## config.mk

```make
export PLATFORM = sky130hd
export DESIGN_NAME = uart_rx_os
export DESIGN_NICKNAME = d
export VERILOG_FILES = /design/src/rtl/uart_pkg.sv /design/src/rtl/uart_os_tick.sv /design/src/rtl/uart_rx_os.sv
export SDC_FILE = /design/constraint.sdc
export NUM_CORES = 1
export LEC_CHECK = 0
export BUFFER_PORTS_ARGS = -buffer_cell sky130_fd_sc_hd__buf_2
export CAP_MARGIN = 20
export CORE_ASPECT_RATIO = 0.7
export CORE_MARGIN = 5
export CORE_UTILIZATION = 50
export DETAILED_ROUTE_END_ITERATION = 6
export PLACE_DENSITY = 0.66
export SKIP_CTS_REPAIR_TIMING = 1
export SYNTH_ARGS = -nofsm -noshare
export SYNTH_HDL_FRONTEND = slang
export SYNTH_SLANG_ARGS = --single-unit
```

## constraint.sdc

```tcl
create_clock -name clk -period 3.4 [get_ports clk]
set_clock_uncertainty 0.05 [all_clocks]
set_input_delay 0.34 -clock clk [delete_from_list [all_inputs] [get_ports clk]]
set_output_delay 0.34 -clock clk [all_outputs]
set_load 0.02 [all_outputs]
```

## src/rtl/uart_pkg.sv

```systemverilog
// uart_pkg: shared receiver state encoding, frame width and tick-divisor helper.
package uart_pkg;
    localparam int DATA_BITS = 8;

    typedef enum logic [2:0] {
        ST_IDLE,
        ST_START,
        ST_DATA,
        ST_PARITY,
        ST_STOP,
        ST_WAIT_HIGH
    } rx_state_t;

    function automatic int calc_div(input int clk_freq, input int baud_rate, input int oversample);
        return (clk_freq / (baud_rate * oversample) < 1) ? 1 : clk_freq / (baud_rate * oversample);
    endfunction
endpackage

```

## src/rtl/uart_os_tick.sv

```systemverilog
// uart_os_tick: oversample tick divisor; clr holds the count at 0 so tick phase follows its release.
module uart_os_tick #(
    parameter int DIV = 6
) (
    input  logic clk,
    input  logic rst_n,
    input  logic clr,
    output logic tick
);
    localparam int CW = (DIV > 1) ? $clog2(DIV) : 1;
    localparam logic [CW-1:0] LAST = CW'(DIV - 1);

    logic [CW-1:0] r_cnt;

    assign tick = !clr && r_cnt == LAST;

    always_ff @(posedge clk or negedge rst_n) begin
        if (!rst_n)
            r_cnt <= '0;
        else if (clr || tick)
            r_cnt <= '0;
        else
            r_cnt <= r_cnt + CW'(1);
    end
endmodule

```

## src/rtl/uart_rx_os.sv

```systemverilog
// uart_rx_os: oversampled 8N1 UART receiver with 3-sample majority vote per bit.
// Define UART_RX_PARITY_EN to receive an even-parity bit and drive parity_err.
module uart_rx_os
    import uart_pkg::*;
#(
    parameter int clk_freq   = 1000000,
    parameter int baud_rate  = 9600,
    parameter int OVERSAMPLE = 16
) (
    input  logic                 clk,
    input  logic                 rst_n,
    input  logic                 rx,
    output logic [DATA_BITS-1:0] dout,
    output logic                 done,
    output logic                 busy,
    output logic                 frame_err
`ifdef UART_RX_PARITY_EN
    ,
    output logic                 parity_err
`endif
);
    localparam int DIV = calc_div(clk_freq, baud_rate, OVERSAMPLE);
    localparam int SW = $clog2(OVERSAMPLE);
    localparam logic [SW-1:0] S_PRE  = SW'(OVERSAMPLE / 2 - 1);
    localparam logic [SW-1:0] S_MID  = SW'(OVERSAMPLE / 2);
    localparam logic [SW-1:0] S_DEC  = SW'(OVERSAMPLE / 2 + 1);
    localparam logic [SW-1:0] S_LAST = SW'(OVERSAMPLE - 1);

    rx_state_t            r_state;
    logic [1:0]           r_sync;
    logic [SW-1:0]        r_samp;
    logic [2:0]           r_bit;
    logic [DATA_BITS-1:0] r_shift;
    logic [1:0]           r_vote;
`ifdef UART_RX_PARITY_EN
    logic                 r_par;
`endif
    logic w_rx_s, w_tick, w_clr, w_decide, w_end, w_maj;

    assign w_rx_s   = r_sync[1];
    assign w_clr    = r_state == ST_IDLE || r_state == ST_WAIT_HIGH;
    assign w_decide = w_tick && r_samp == S_DEC;
    assign w_end    = w_tick && r_samp == S_LAST;
    assign w_maj    = (r_vote[1] & r_vote[0]) | (w_rx_s & (r_vote[1] | r_vote[0]));
    assign busy     = r_state != ST_IDLE;

    uart_os_tick #(.DIV(DIV)) u_tick (
        .clk  (clk),
        .rst_n(rst_n),
        .clr  (w_clr),
        .tick (w_tick)
    );

    always_ff @(posedge clk or negedge rst_n) begin
        if (!rst_n) begin
            r_sync <= 2'b11;
            r_samp <= '0;
            r_vote <= '0;
        end else begin
            r_sync <= {r_sync[0], rx};
            r_samp <= w_clr ? '0 : w_tick ? r_samp + SW'(1) : r_samp;
            if (w_tick && (r_samp == S_PRE || r_samp == S_MID))
                r_vote <= {r_vote[0], w_rx_s};
        end
    end

    // The stop bit is resolved at its midpoint so a following start edge is never missed.
    always_ff @(posedge clk or negedge rst_n) begin
        if (!rst_n) begin
            r_state   <= ST_IDLE;
            r_bit     <= '0;
            r_shift   <= '0;
            dout      <= '0;
            done      <= 1'b0;
            frame_err <= 1'b0;
`ifdef UART_RX_PARITY_EN
            r_par      <= 1'b0;
            parity_err <= 1'b0;
`endif
        end else begin
            done <= 1'b0;
            case (r_state)
                ST_IDLE:
                    if (!w_rx_s)
                        r_state <= ST_START;
                ST_START:
                    if (w_decide && w_maj)
                        r_state <= ST_IDLE;
                    else if (w_end) begin
                        r_state <= ST_DATA;
                        r_bit   <= '0;
                    end
                ST_DATA: begin
                    if (w_decide)
                        r_shift <= {w_maj, r_shift[DATA_BITS-1:1]};
                    if (w_end) begin
                        r_bit <= r_bit + 3'd1;
`ifdef UART_RX_PARITY_EN
                        if (r_bit == 3'(DATA_BITS - 1))
                            r_state <= ST_PARITY;
`else
                        if (r_bit == 3'(DATA_BITS - 1))
                            r_state <= ST_STOP;
`endif
                    end
                end
`ifdef UART_RX_PARITY_EN
                ST_PARITY: begin
                    if (w_decide)
                        r_par <= w_maj;
                    if (w_end)
                        r_state <= ST_STOP;
                end
`endif
                ST_STOP:
                    if (w_decide) begin
                        dout      <= r_shift;
                        done      <= 1'b1;
                        frame_err <= !w_maj;
`ifdef UART_RX_PARITY_EN
                        parity_err <= ^{r_shift, r_par};
`endif
                        r_state   <= w_maj ? ST_IDLE : ST_WAIT_HIGH;
                    end
                ST_WAIT_HIGH:
                    if (w_rx_s)
                        r_state <= ST_IDLE;
                default:
                    r_state <= ST_IDLE;
            endcase
        end
    end
endmodule

```

; After elaboration in Yosys (flattened, before gate mapping)
; Cells that the tools add are included.
; Widths: inputs -> output; s select.
[classes]
n_addsub = 3
n_mul = 0
div_mod_pow = 0
order_cmp = 0
n_eq_ne = 18
shift = 0
muxes = 18
n_bitwise = 4
n_reduce_logical = 18
[op_table]
columns = operator, count
row1 = $mux 3, 12
row2 = $pmux 3 s5, 1
row3 = $ne 2x2->1 const B, 7
row4 = $eq 3x3->1 const B, 4
row5 = $eq 4x4->1 const B, 3
row6 = $mux 4, 2
row7 = $add 3x1->3 const B, 2
row8 = $pmux 3 s2, 1
row9 = $reduce_and 6->1, 1
row10 = $logic_and 1x1->1, 5
row11 = $add 4x1->4 const B, 1
row12 = $eq 4x3->1 const B, 1
row13 = $reduce_and 2->1, 2
row14 = $reduce_and 4->1, 1
row15 = $reduce_bool 2->1, 2
row16 = $eq 3x1->1 const B, 1
row17 = $eq 3x2->1 const B, 1
row18 = $logic_not 3->1, 1
row19 = $logic_or 1x1->1, 3
row20 = $ne 3x3->1 const B, 1
row21 = $reduce_bool 3->1, 1
row22 = $and 1x1->1, 2
row23 = $logic_not 1->1, 2
row24 = $mux 1, 2
row25 = $or 1x1->1, 2
[totals]
ff_bits = 35
latchBits = 0
ram_bits = 0
rom_bits = 0
in_bits = 3
output_inout_bits = 11
wordCells = 71
mem_count = 0

; Logic depth before layout (Yosys ltp)
[depth]
ltp_word = 8
mapped_depth = 7
ltp_nobuf = 6

; By module
; A second synthesis with hierarchy kept.
[unflattened]
cells_unflattened = 130
hier_area_um2 = 1609.0
[by_module_without_submodules]
columns = mod, instances, cells_per_inst, area_per_inst_um2, seq_area_each_um2
row1 = uart_rx_os, 1, 116, 1462.7, 803.3
row2 = uart_os_tick, 1, 14, 146.4, 75.1

; Worst setup path after synthesis
; OpenSTA, ideal clock, no wires.
[synth_timing]
path_type = reg2reg
startpoint = register r_samp[1]
endpoint = register r_shift[0]
setup_time_ns = 0.125
t_arrival_ns = 1.496
required_ns = 3.225
path_slack_ns = 1.729
stages_incl_launch_ff = 7
path_buffers = 1
period_less_slack_ns = 1.671
path_cell_list = dfrtp_1 -> inv_1 -> ha_1 -> nand3b_1 -> or3_1 -> buf_6 -> mux2_4
[synth_via]
elab_chain_cells = 3
[synth_lines]
columns = element, line
row1 = from (decl), uart_rx_os.sv:31  ; logic [SW-1:0] r_samp;
row2 = from (signal assigned), uart_rx_os.sv:61  ; r_samp <= w_clr ? '0 : w_tick ? r_samp + SW'(1) : r_samp;
row3 = $eq 4x4->1, uart_rx_os.sv:42  ; assign w_decide = w_tick && r_samp == S_DEC;
row4 = $logic_and 1x1->1, uart_rx_os.sv:42
row5 = $reduce_and 2->1 (no line), --
row6 = to (signal assigned), uart_rx_os.sv:95  ; r_shift <= {w_maj, r_shift[DATA_BITS-1:1]};
row7 = to (decl), uart_rx_os.sv:33  ; logic [DATA_BITS-1:0] r_shift;
; No other way between the ends.
; A chain may end at the register's enable or synchronous reset.

; Worst setup path after layout
[layout_timing]
startpoint = register r_samp[1]
endpoint = register r_shift[7]
; The elaborated chain is that of the path after synthesis.

==> metrics.txt <==
status complete, no violations; CP endpoint kind flop; I/O pins 14; # rows 17; worst r2r src r_samp[1]; Seq/Total Area, Yosys 54.93%; remaining antenna violation count after routing 0; share of cells above drive strength 1 31.43%; VDD IR max 0.2268 mV; Post-synth ARST share 100.0%; synthesized net count 133; Avg Cell Area, Syn 13.00 µm²; critical path type flop to flop; Slew HR 48.96%; Final #Nets 149; synth warn 0; Initial Utilization 51.49%; Area Overhead vs Synth 10.72%; Antenna diodes 0; number of flops mapped to enable cells by yosys 0; synth top area cells dfrtp_1 (52%), mux2_4 (7.5%), mux2_2 (7.0%); Root Driver clkbuf_8; Synth Register Bits 35; Worst setup SP type flop; global route overflow 0; I/O Buffers 13; post-synth top area share 51.64%; first drt pass iteration count 4; CTS sink cnt 35; largest area contributor in the netlist dfrtp_1; Inserted Clock Buffers 5; DR WL/cell 15.28 µm; Util after Layout 57.01%; CP endpoint r_shift[7]; Max Cap Violations 0; most frequent cell after synthesis dfrtp_1; die width 77.59 µm; first-pass GRT wire length 4857 µm; min-delay worst type input port to asynchronous set/reset pin; Post-DP HPWL 1908 µm; final setup fails 0; RD Place Congestion 0.7640; Reg2Reg Depth 5; Slew Limit Fails 0; GRT Util Overall 13.93%; Clock Path Buffers 2; die area 4447 µm²; clock slew at reported path FFs 70 ps; crit-path max FO 8; data required time at the worst endpoint 3510 ps; multi-input logic area 680.7 µm²; RR Endpoint r_shift[7]; Sequential Area 878.3 µm²; via count 978; FMAX 506.0 MHz; H-tree depth 2; vias in the first global route 1,063; Crit. Startpoint r_samp[1]; synth cell count leaders dfrtp_1 (33), mux2_2 (10), mux2_4 (8); number of DRC markers in iteration 0 33; Hold Vio Cnt, Final 0; Leak Pwr 0.8892 nW; Worst-Skew Late Latency 280 ps; CTS tree built; register-to-register setup slack 1420 ps; Synth Instances 123; min cycle time layout 1976 ps; RSZ-0062 raised after global routing no; Tcrit/Tclk final 58.12%; # DRC 0; dominant synthesized flop cell dfrtp_1; Least-Margin Pin Slew 765.5 ps; pwr dens 406.8 nW/µm²; DR vias/cell 5.494; largest net degree at the start of global routing 36; fillers 267; final wirelength 2719 µm; count of cell types in the netlist 37; data arrival time of the critical path 2090 ps; Syn Std Cell Area 1599 µm²; core area 3105 µm²; Die H 57.32 µm; Fin Setup TNS 0 ps; initial antenna violation count 0; Power Total 720.3 µW
-- placed cells by master (no fill, tap or decap), types with 2 or more instances in the layout --
cell type  count
a21oi_1        2
a32o_1         2
and2_1         2
buf_2         13
clkbuf_8       5
clkinv_2       3
dfrtp_1       33
dfstp_2        2
ha_1           7
inv_1          4
mux2_2        10
mux2_4         8
nand2_1        7
nand2b_1       2
nand3_1        2
nand3b_1       4
nor2_1         5
nor3_1         3
nor4_1         2
o21ai_0        3
or3_1          2
xnor2_1        2
xor2_1         3
-- power breakdown --
| group | switching (mW) | internal, mW |
|---|---|---|
| combinational | 0.00858 | 0.00230 |
| sequential | 0.00154 | 0.419 |
| clock | 0.149 | 0.140 |
-- sequential cells by signal, summed over array words and instances, names as in the netlist --
register and count:
done 1, dout 8, frame_err 1, r_bit 3, r_samp 4, r_shift 8
r_state 3, r_sync 2, r_vote 2, u_tick.r_cnt 3
-- cell type report --
type / count / area share, %
multi-input combinational: 80 / 38.45
sequential: 35 / 49.61
clock inverter: 3 / 0.8481
inverter: 4 / 0.8481
tap: 38 / 2.686
clock buffer: 5 / 3.887
timing repair buffer: 13 / 3.675
-- kinds of logic after synthesis --
kind of cell	after synthesis	synth area share, %
simple gates	36	13.22
flops	35	54.93
mux	19	15.18
compound gates	12	5.321
buf+inv	8	2.503
fa+ha+maj	8	6.103
xor+xnor	5	2.739
-- routing by layer --
metal	GRT usage [%]	up-vias	share of wire, %
met1	19.17	498	49
li1	-	465	-
met4	5.147	0	0.66
met3	4.574	2	4.4
met2	20.57	13	45
met5	0	-	0
-- stage by stage --
stage	setup WS (ps)	std cells	hold WS (ps)	area (µm²)
6_report	1424	178	82.54	1770
5_1_grt	1298	178	94.37	1770
4_1_cts	1419	178	99.51	1770
3_5_place_dp	1433	170	303.0	1687
3_3_place_gp	1517	170	299.8	1687
2_1_floorplan	1729	123	-5.591	1599
-- how the worst min path moves through the flow --
| stage | to | cells after the start |
|---|---|---|
| 2_1_floorplan | done | 0 |
| 3_3_place_gp | r_sync[1] | 0 |
| 3_5_place_dp | r_sync[1] | 0 |
| 4_1_cts | r_sync[0] | 1 |
| 5_1_grt | r_sync[0] | 1 |
| 6_report | r_bit[1] | 1 |
-- critical path, stage by stage (launching register included) --
cell and delay, ps:
dfrtp_1 420, inv_1 100, ha_1 140, nand3b_1 160, or3_1 610, mux2_4 370
Note: power is estimated with default switching activity, not from simulation.
